[config.mk]
export PLATFORM = sky130hd
export DESIGN_NAME = axi_line_bridge
export DESIGN_NICKNAME = d
export VERILOG_FILES = /design/src/rtl/axi_line_bridge.sv
export SDC_FILE = /design/constraint.sdc
export NUM_CORES = 1
export LEC_CHECK = 0
export BUFFER_PORTS_ARGS = -buffer_cell sky130_fd_sc_hd__buf_2
export CAP_MARGIN = 20
export CELL_PAD_IN_SITES_DETAIL_PLACEMENT = 1
export CELL_PAD_IN_SITES_GLOBAL_PLACEMENT = 2
export CORE_AREA = 5 5 222 224
export CTS_CLUSTER_SIZE = 14
export DETAILED_ROUTE_END_ITERATION = 8
export DIE_AREA = 0 0 227 229
export PLACE_DENSITY_LB_ADDON = 0.15
export SLEW_MARGIN = 20
export SYNTH_ARGS = -nofsm -noshare
export SYNTH_HDL_FRONTEND = slang
export SYNTH_SLANG_ARGS = --single-unit
export TNS_END_PERCENT = 50
[constraint.sdc]
create_clock -name clk -period 2.15 [get_ports clk]
set_input_delay 0.1075 -clock clk [delete_from_list [all_inputs] [get_ports clk]]
set_output_delay 0.1075 -clock clk [all_outputs]
set_load 0.05 [all_outputs]
[src/rtl/axi_line_bridge.sv]
// ---------------------------------------------------------------------------
// axi_line_bridge
//
// Bus-side engine behind a directCache. It turns one cache-line fill or
// writeback command into a single AXI4 INCR burst of BEATS beats. Fill beats
// are streamed straight back to the cache. Writeback beats are pulled from the
// cache one handshake at a time. Completion is reported with a one-cycle done
// pulse, and err is qualified by done. Only one transaction is outstanding at
// a time.
//
// Ports
//   clk, reset           clock; synchronous active-low reset
//   cmd_*                line command from the cache (valid/ready, store, addr)
//   wr_data              current writeback beat supplied by the cache
//   wr_data_ready        writeback beat consumed; the cache advances next cycle
//   rd_data/rd_valid/rd_last  fill beat stream to the cache (no buffering)
//   done, err            completion pulse and its error flag
//   m_axi_*              AXI4 master read/write channels
// ---------------------------------------------------------------------------
module axi_line_bridge #(
    parameter int                  ID_WIDTH   = 13,
    parameter int                  ADDR_WIDTH = 64,
    parameter int                  DATA_WIDTH = 64,
    parameter int                  BEATS      = 8,
    parameter logic [ID_WIDTH-1:0] AXI_ID     = {ID_WIDTH{1'b0}}
) (
    input  logic                      clk,
    input  logic                      reset,

    input  logic                      cmd_valid,
    output logic                      cmd_ready,
    input  logic                      cmd_store,
    input  logic [ADDR_WIDTH-1:0]     cmd_addr,

    input  logic [DATA_WIDTH-1:0]     wr_data,
    output logic                      wr_data_ready,

    output logic [DATA_WIDTH-1:0]     rd_data,
    output logic                      rd_valid,
    output logic                      rd_last,

    output logic                      done,
    output logic                      err,

    output logic [ID_WIDTH-1:0]       m_axi_awid,
    output logic [ADDR_WIDTH-1:0]     m_axi_awaddr,
    output logic [7:0]                m_axi_awlen,
    output logic [2:0]                m_axi_awsize,
    output logic [1:0]                m_axi_awburst,
    output logic                      m_axi_awlock,
    output logic [3:0]                m_axi_awcache,
    output logic [2:0]                m_axi_awprot,
    output logic                      m_axi_awvalid,
    input  logic                      m_axi_awready,

    output logic [DATA_WIDTH-1:0]     m_axi_wdata,
    output logic [DATA_WIDTH/8-1:0]   m_axi_wstrb,
    output logic                      m_axi_wlast,
    output logic                      m_axi_wvalid,
    input  logic                      m_axi_wready,

    input  logic [ID_WIDTH-1:0]       m_axi_bid,
    input  logic [1:0]                m_axi_bresp,
    input  logic                      m_axi_bvalid,
    output logic                      m_axi_bready,

    output logic [ID_WIDTH-1:0]       m_axi_arid,
    output logic [ADDR_WIDTH-1:0]     m_axi_araddr,
    output logic [7:0]                m_axi_arlen,
    output logic [2:0]                m_axi_arsize,
    output logic [1:0]                m_axi_arburst,
    output logic                      m_axi_arlock,
    output logic [3:0]                m_axi_arcache,
    output logic [2:0]                m_axi_arprot,
    output logic                      m_axi_arvalid,
    input  logic                      m_axi_arready,

    input  logic [ID_WIDTH-1:0]       m_axi_rid,
    input  logic [DATA_WIDTH-1:0]     m_axi_rdata,
    input  logic [1:0]                m_axi_rresp,
    input  logic                      m_axi_rlast,
    input  logic                      m_axi_rvalid,
    output logic                      m_axi_rready
);

    localparam int CNT_W = $clog2(BEATS);
    localparam int OFF_W = $clog2(BEATS * (DATA_WIDTH / 8));

    localparam logic [CNT_W-1:0]      LAST_BEAT = CNT_W'(BEATS - 1);
    localparam logic [7:0]            AX_LEN    = 8'(BEATS - 1);
    // Clears the byte-within-line offset so every burst starts line-aligned.
    localparam logic [ADDR_WIDTH-1:0] LINE_MASK =
        ~((ADDR_WIDTH'(1) << OFF_W) - ADDR_WIDTH'(1));

    typedef enum logic [2:0] {
        ST_IDLE = 3'd0,
        ST_AR   = 3'd1,
        ST_R    = 3'd2,
        ST_AW   = 3'd3,
        ST_W    = 3'd4,
        ST_B    = 3'd5,
        ST_DONE = 3'd6
    } state_t;

    state_t                  state_r;
    logic [CNT_W-1:0]        cnt_r;
    logic                    err_acc_r;
    logic [ADDR_WIDTH-1:0]   addr_r;
    logic                    last_beat_s;
    logic                    unused_ids_s;

    // IDs on the response channels carry no information for a single
    // outstanding transaction, so they are folded away here.
    assign unused_ids_s = ^{m_axi_rid, m_axi_bid};

    assign last_beat_s = (cnt_r == LAST_BEAT);

    // Every handshake signal is decoded from the state register only and
    // forced low while reset is asserted, so no valid depends on its ready.
    assign cmd_ready     = reset && (state_r == ST_IDLE);
    assign m_axi_arvalid = reset && (state_r == ST_AR);
    assign m_axi_rready  = reset && (state_r == ST_R);
    assign m_axi_awvalid = reset && (state_r == ST_AW);
    assign m_axi_wvalid  = reset && (state_r == ST_W);
    assign m_axi_bready  = reset && (state_r == ST_B);
    assign done          = reset && (state_r == ST_DONE);
    assign err           = done && err_acc_r;

    // Fill beats pass straight through; the cache never stalls them.
    assign rd_data  = m_axi_rdata;
    assign rd_valid = m_axi_rready && m_axi_rvalid;
    assign rd_last  = rd_valid && last_beat_s;

    assign m_axi_wdata   = wr_data;
    assign m_axi_wstrb   = {(DATA_WIDTH/8){1'b1}};
    assign m_axi_wlast   = m_axi_wvalid && last_beat_s;
    assign wr_data_ready = m_axi_wvalid && m_axi_wready;

    assign m_axi_arid    = AXI_ID;
    assign m_axi_araddr  = addr_r;
    assign m_axi_arlen   = AX_LEN;
    assign m_axi_arsize  = 3'b011;
    assign m_axi_arburst = 2'b01;
    assign m_axi_arlock  = 1'b0;
    assign m_axi_arcache = 4'b0000;
    assign m_axi_arprot  = 3'b000;

    assign m_axi_awid    = AXI_ID;
    assign m_axi_awaddr  = addr_r;
    assign m_axi_awlen   = AX_LEN;
    assign m_axi_awsize  = 3'b011;
    assign m_axi_awburst = 2'b01;
    assign m_axi_awlock  = 1'b0;
    assign m_axi_awcache = 4'b0000;
    assign m_axi_awprot  = 3'b000;

    // Transaction FSM: address phase, data beats, response, completion pulse.
    always_ff @(posedge clk) begin
        if (!reset) begin
            state_r   <= ST_IDLE;
            cnt_r     <= {CNT_W{1'b0}};
            err_acc_r <= 1'b0;
            addr_r    <= {ADDR_WIDTH{1'b0}};
        end else begin
            case (state_r)
                ST_IDLE: begin
                    if (cmd_valid) begin
                        addr_r  <= cmd_addr & LINE_MASK;
                        state_r <= cmd_store ? ST_AW : ST_AR;
                    end
                end
                ST_AR: begin
                    if (m_axi_arready) begin
                        state_r <= ST_R;
                    end
                end
                ST_R: begin
                    if (m_axi_rvalid) begin
                        cnt_r     <= cnt_r + CNT_W'(1);
                        // A misplaced rlast (early or missing) is an error, but
                        // the burst length stays BEATS regardless.
                        err_acc_r <= err_acc_r
                                   | (m_axi_rresp != 2'b00)
                                   | (m_axi_rlast != last_beat_s);
                        if (last_beat_s) begin
                            state_r <= ST_DONE;
                        end
                    end
                end
                ST_AW: begin
                    if (m_axi_awready) begin
                        state_r <= ST_W;
                    end
                end
                ST_W: begin
                    if (m_axi_wready) begin
                        cnt_r <= cnt_r + CNT_W'(1);
                        if (last_beat_s) begin
                            state_r <= ST_B;
                        end
                    end
                end
                ST_B: begin
                    if (m_axi_bvalid) begin
                        err_acc_r <= err_acc_r | (m_axi_bresp != 2'b00);
                        state_r   <= ST_DONE;
                    end
                end
                ST_DONE: begin
                    cnt_r     <= {CNT_W{1'b0}};
                    err_acc_r <= 1'b0;
                    state_r   <= ST_IDLE;
                end
                default: begin
                    state_r <= ST_IDLE;
                end
            endcase
        end
    end

endmodule

== Yosys cells after proc, flatten, opt, wreduce, memory -nomap -nowiden ==
Cells that the tools add are included.
Word-level totals
  flip-flop bits (word level): 65
  latch bits: 0
  memory bits (writable): 0
  bits in read-only memories: 0
  input port bits: 232
  memories kept: 0
Cells by class
  add/subtract/negate cells: 1
  $mul: 0
  div/mod/pow operators: 0
  order comparisons: 0
  equality and inequality tests: 16
  shifts and indexed selects: 0
  multiplexer cells: 16
  bitwise gates (word level): 3
  reduce and logical (&&, ||, !) cells: 21
Operators by type and width (number)
  3-bit two-way mux: 10
  3-bit one-hot mux with 6 select lines: 1
  2-bit != test (second input constant): 8
  3-bit equality test (second input constant): 4
  1-bit logical AND: 12
  3-bit one-hot mux with 3 select lines: 1
  8-bit AND reduction: 1
  3-bit by 2-bit equality test with 1-bit output (second input constant): 2
  3-bit AND reduction: 2
  3-bit nonzero test: 2
  2-bit nonzero test: 2
  3-bit by 1-bit adder with 3-bit output (second input constant): 1
  3-bit by 1-bit equality test with 1-bit output (second input constant): 1
  3-bit zero test: 1
  1-bit bitwise OR: 3
  1-bit one-hot mux with 3 select lines: 1
  1-bit two-way mux: 2
  2-bit two-way mux: 1
  2-bit AND reduction: 1
  1-bit != test: 1

== Longest topological paths before layout ==
  depth after elaboration: 5
  mapped depth: 7
  gate-level depth less buffers: 6

== Worst setup path before layout ==
OpenSTA, ideal clock, no wires.
  kind: reg-to-output
  from: register state_r[2]
  to: output m_axi_wlast
  arrival time: 2.047 ns
  data required time: 2.043 ns
  setup slack: -0.004 ns
  cell stages (with the launch flop): 5
  path buffers: 1
  path through: dfxtp_1 buf_4 nor2b_1 nor2b_1 and2_1
On the way
  cells in the longest elaborated chain, start to end: 3
Ends and longest elaborated chain
  from (decl): RTL line 105  | state_t state_r;
  from (signal assigned): RTL line 169  | state_r <= cmd_store ? ST_AW : ST_AR;
  3-bit equality test: RTL line 124  | assign m_axi_wvalid = reset && (state_r == ST_W);
  1-bit logical AND: RTL line 124
  named net m_axi_wvalid: RTL line 59  | output logic m_axi_wvalid,
  1-bit logical AND: RTL line 136  | assign m_axi_wlast = m_axi_wvalid && last_beat_s;
  to (decl): RTL line 58  | output logic m_axi_wlast,
The timed path passes the listed nets, and every way through them passes these cells.

== Final worst setup path ==
  from: register state_r[0]
  to: output err
On the way
  cells in the longest elaborated chain, start to end: 3
Ends and longest elaborated chain
  3-bit equality test: RTL line 126  | assign done = reset && (state_r == ST_DONE);
  1-bit logical AND: RTL line 126
  1-bit logical AND: RTL line 127  | assign err = done && err_acc_r;
  to (decl): RTL line 43  | output logic err,
Every way passes these cells.

==> results <==
- The number of cells on the worst hold path is 3.
- The number of placement rows is 80.
- The achievable frequency is 0.522 GHz.
- The clock latency on the worst-skew pair is 0.36 ns.
- The tree is rooted in a clkbuf_16.
- The total track usage is 6.60%.
- The met1 usage is 7.78%.
- In this run, the number of DRC markers left after iteration 0 of detailed routing was 50.
- The worst-case clock buffer depth is 2.
- Dividing the detail-routed via count by the number of cells gives 2.80.
- After technology mapping, the gate count stands at 606.
- The count of non-filler cells in the finished layout is 1287.
- Measured along the y axis, the die boundary spans 229 um.
- Setup violations remaining at the end of the flow were counted as 0.
- In this run switching power makes up 52.8% of total power.
- The met2 track utilization from global routing is 10.1%.
- The detailed-route wire length per cell is 14.0 um.
- In this run, synthesis inferred 0 flip-flops with an integrated enable.
- The vias after detailed routing is 3605.
- STA puts the critical path data arrival time at 1.81 ns.
- The repair_antennas step left the layout with diodes totalling 0.
- The sequential element share of the synthesized area is 26.8%.
- The design draws 6.48 mW.
- The flow ran to the end, and the final reports show no timing, DRC or antenna violations.
- The setup check on the worst reg-to-reg path leaves a slack of 0.35 ns.
- The busiest layer in global routing is met2.
- The number of antenna violations at the first check in global routing is 1.
- The required arrival time at the worst endpoint is 2.04 ns.
- The share of post-route cells with drive strength above 1 is 34.7%.
- The H-tree level count is 3.
- The number of clock sinks is 65.
- The depth of the worst register-to-register path is 6.
- The power dissipated by switching net loads is 3.42 mW.
- The via count of the first global-routing pass is 3778.
- For the finished layout, the period the worst path requires is 1.91 ns.
- Port buffering added 199 buffers.
- Counting tap cells, the placed design contains a total of 1220 instances.
- For this block, the routed nets add up to 18000 um of wire.
- The die extent in x is 227 um.
- Once detail routing completed, the nets flagged for antenna violations numbered 0.
- The endpoint class of the critical path is an output port.
- The library cell used most frequently in the layout, excluding fill and tap cells, is buf_2.
- Detailed placement ended at an HPWL of 13900 um.
- Buffers inserted during clock tree synthesis total 9.
- The synthesized netlist occupies a cell area of 4860 um2.
- The final sum of negative setup slack is 0 ns.
- Global routing consumed, on the met3 layer, 3.02% of the routing resources.
- The die covers 52000 um2.
- The number of max-capacitance violations reported is 0.
- The total power density per cell area is 1130 nW/um2.
- The count of pins on the block boundary is 576.
- The number of detailed-route iterations in the first pass is 4.
- Entering global routing, the biggest net connects 68 pins.
- The sum of overflow across all layers after global routing is 0.
- The worst path uses 89.1% of the clock period.
- The fraction of synthesis flops using an asynchronous set or reset pin is 0%.
- Setup repair after global routing left no endpoint under its margin.
- The most common flop cell mapped by yosys is dfxtp_1.
- The wire length of the first global-routing pass is 25200 um.
- The floorplan step defined a core boundary enclosing 47100 um2.
- STA classifies the critical path startpoint as a flip-flop.
- The post-synthesis cell type count is 35.
- The number of warnings printed during yosys synthesis is 0.
- The largest individual stage delay along the critical path comes from the cell dfxtp_1.
- The delay of the slowest cell on the worst path is 0.51 ns.
- The number of register bits inferred by synthesis is 65.
- The analysis attributes to cell leakage a power of 2.67 nW.
- The worst-path maximum fanout is 12.
- The layout net count is 901.
- The final RePlAce weighted congestion is 0.607.
- Across the VDD grid, the largest voltage drop is 0.358 mV.
- The category of the critical setup timing path is reg -> out.
- The fraction of power consumed by combinational cells is 51.7%.
- For this run, design rule violations remaining after detail routing come to 0.
- Averaged over all synthesized cells, the footprint is 8.03 um2.
- The final max-slew violation count is 0.
- The min-delay analysis places its worst path in the category in -> reg.
- The TritonCTS clock tree is built.
- Per report_power, the sequential group accounts for 25.9% of the total.
- The internal power contribution is 3.06 mW.
- Per report_power, the clock group accounts for 22.4% of the total.
- The critical path goes through buf_4, and3b_1, and3_1, buf_2.
- The count of endpoints failing hold in the final timing report is 0.
- Clock-pin slew was measured on the worst setup and hold paths at 0.06 ns.
- Relative to the synthesized area, the layout overhead comes to 17.4%.
- For this configuration, the core starts out at a cell density of 10.3%.
- The top cell types in the final layout, fill and taps aside, are 199 x buf_2, 122 x nand2_1, 88 x conb_1.
- The post-route clock skew is 0.0101 ns.
## Yosys cell counts (2+ instances only)
library cell,instances,share of area (%)
buf_4,280,43
nand2_1,122,9.4
dfxtp_1,65,27
a21boi_0,38,5.9
a21boi_1,20,3.1
buf_2,8,0.82
clkbuf_1,7,0.54
mux2i_1,7,1.4
nor2b_1,7,0.90
and2_1,6,0.77
nor2_1,5,0.39
and3_1,4,0.51
a21oi_1,3,0.31
buf_6,3,0.69
nand3b_1,3,0.46
o21ai_0,3,0.31
conb_1,2,0.15
ha_1,2,0.51
inv_1,2,0.15
nand2b_1,2,0.26
nor3_1,2,0.21
o311ai_0,2,0.36
## per-stage QoR
| stage | hold WS (ns) | setup WS, ns | util [%] | cell area, um2 |
|---|---|---|---|---|
| after floorplan | 0.242 | 0.235 | - | 5190 |
| after global placement | 0.215 | 0.308 | 10.4 | 4920 |
| after detailed placement | 0.215 | 0.290 | 10.4 | 4920 |
| after CTS | 0.000368 | 0.00551 | 12.1 | 5710 |
| after global routing | 0.0158 | 0.0858 | 12.1 | 5710 |
| final | 0.0214 | 0.235 | 12.1 | 5710 |
## critical path, delay by kind of cell, from the launching register on
family	cells	cell delay, ns
flip-flops	1	0.51
AND/OR/NAND/NOR	2	0.45
buffers and inverters	2	0.48
## state kept, by name, summed over array words and instances (netlist names)
name	count
state_r	3
err_acc_r	1
m_axi_araddr	58
cnt_r	3
## worst paths after layout
check                     from                to
setup reg to reg      cnt_r[0]         err_acc_r
hold reg to reg      err_acc_r         err_acc_r
hold / removal    cmd_addr[24]  m_axi_araddr[24]
setup / recovery    state_r[0]               err
## timing repair
| item | in CTS | in global routing |
|---|---|---|
| resized for setup | 0 | 1 |
| setup buffers | 0 | 0 |
| hold buffers | 51 | 0 |
| endpoints found under the setup margin | 0 | 2 |
| hold endpoints to repair | 51 | 0 |
## per-layer routing
layer / part of all wire, % / up-vias
met1: 41 / 1627
met3: 11 / 54
li1: - / 1676
met5: 0 / -
met2: 44 / 248
met4: 3.6 / 0
## power by group through the flow
stage | logic (mW) | clock network [mW] | registers [mW]
floorplan | 2.88 | 0 | 2.29
global placement | 3.38 | 0 | 1.71
CTS | 3.44 | 1.58 | 1.70
detailed placement | 3.36 | 0 | 1.72
finish | 3.35 | 1.45 | 1.68
global route | 3.58 | 1.61 | 1.73
## layout make-up
cell class                 count  area [um2]
clock buffer                  11         253
tap                          615         769
multi-input combinational    327        1680
inverter                       2        7.51
sequential                    65        1300
timing repair buffer         262        1670
fill                        5669       41400
clock inverter                 5        30.0
## cells by family (layout without fill, tap and decap cells)
family	Yosys count	in the layout	share of synthesized area, %
AO/OA/AOI/OAI	74	74	11.7
XOR/XNOR	1	1	0.180
adder cells (fa/ha/maj)	2	2	0.514
buffers and inverters	300	280	45.4
flip-flops	65	65	26.8
multiplexers	7	7	1.44
other	2	88	0.154
AND/OR/NAND/NOR	155	155	13.8
(Power assumes the default switching activity.)
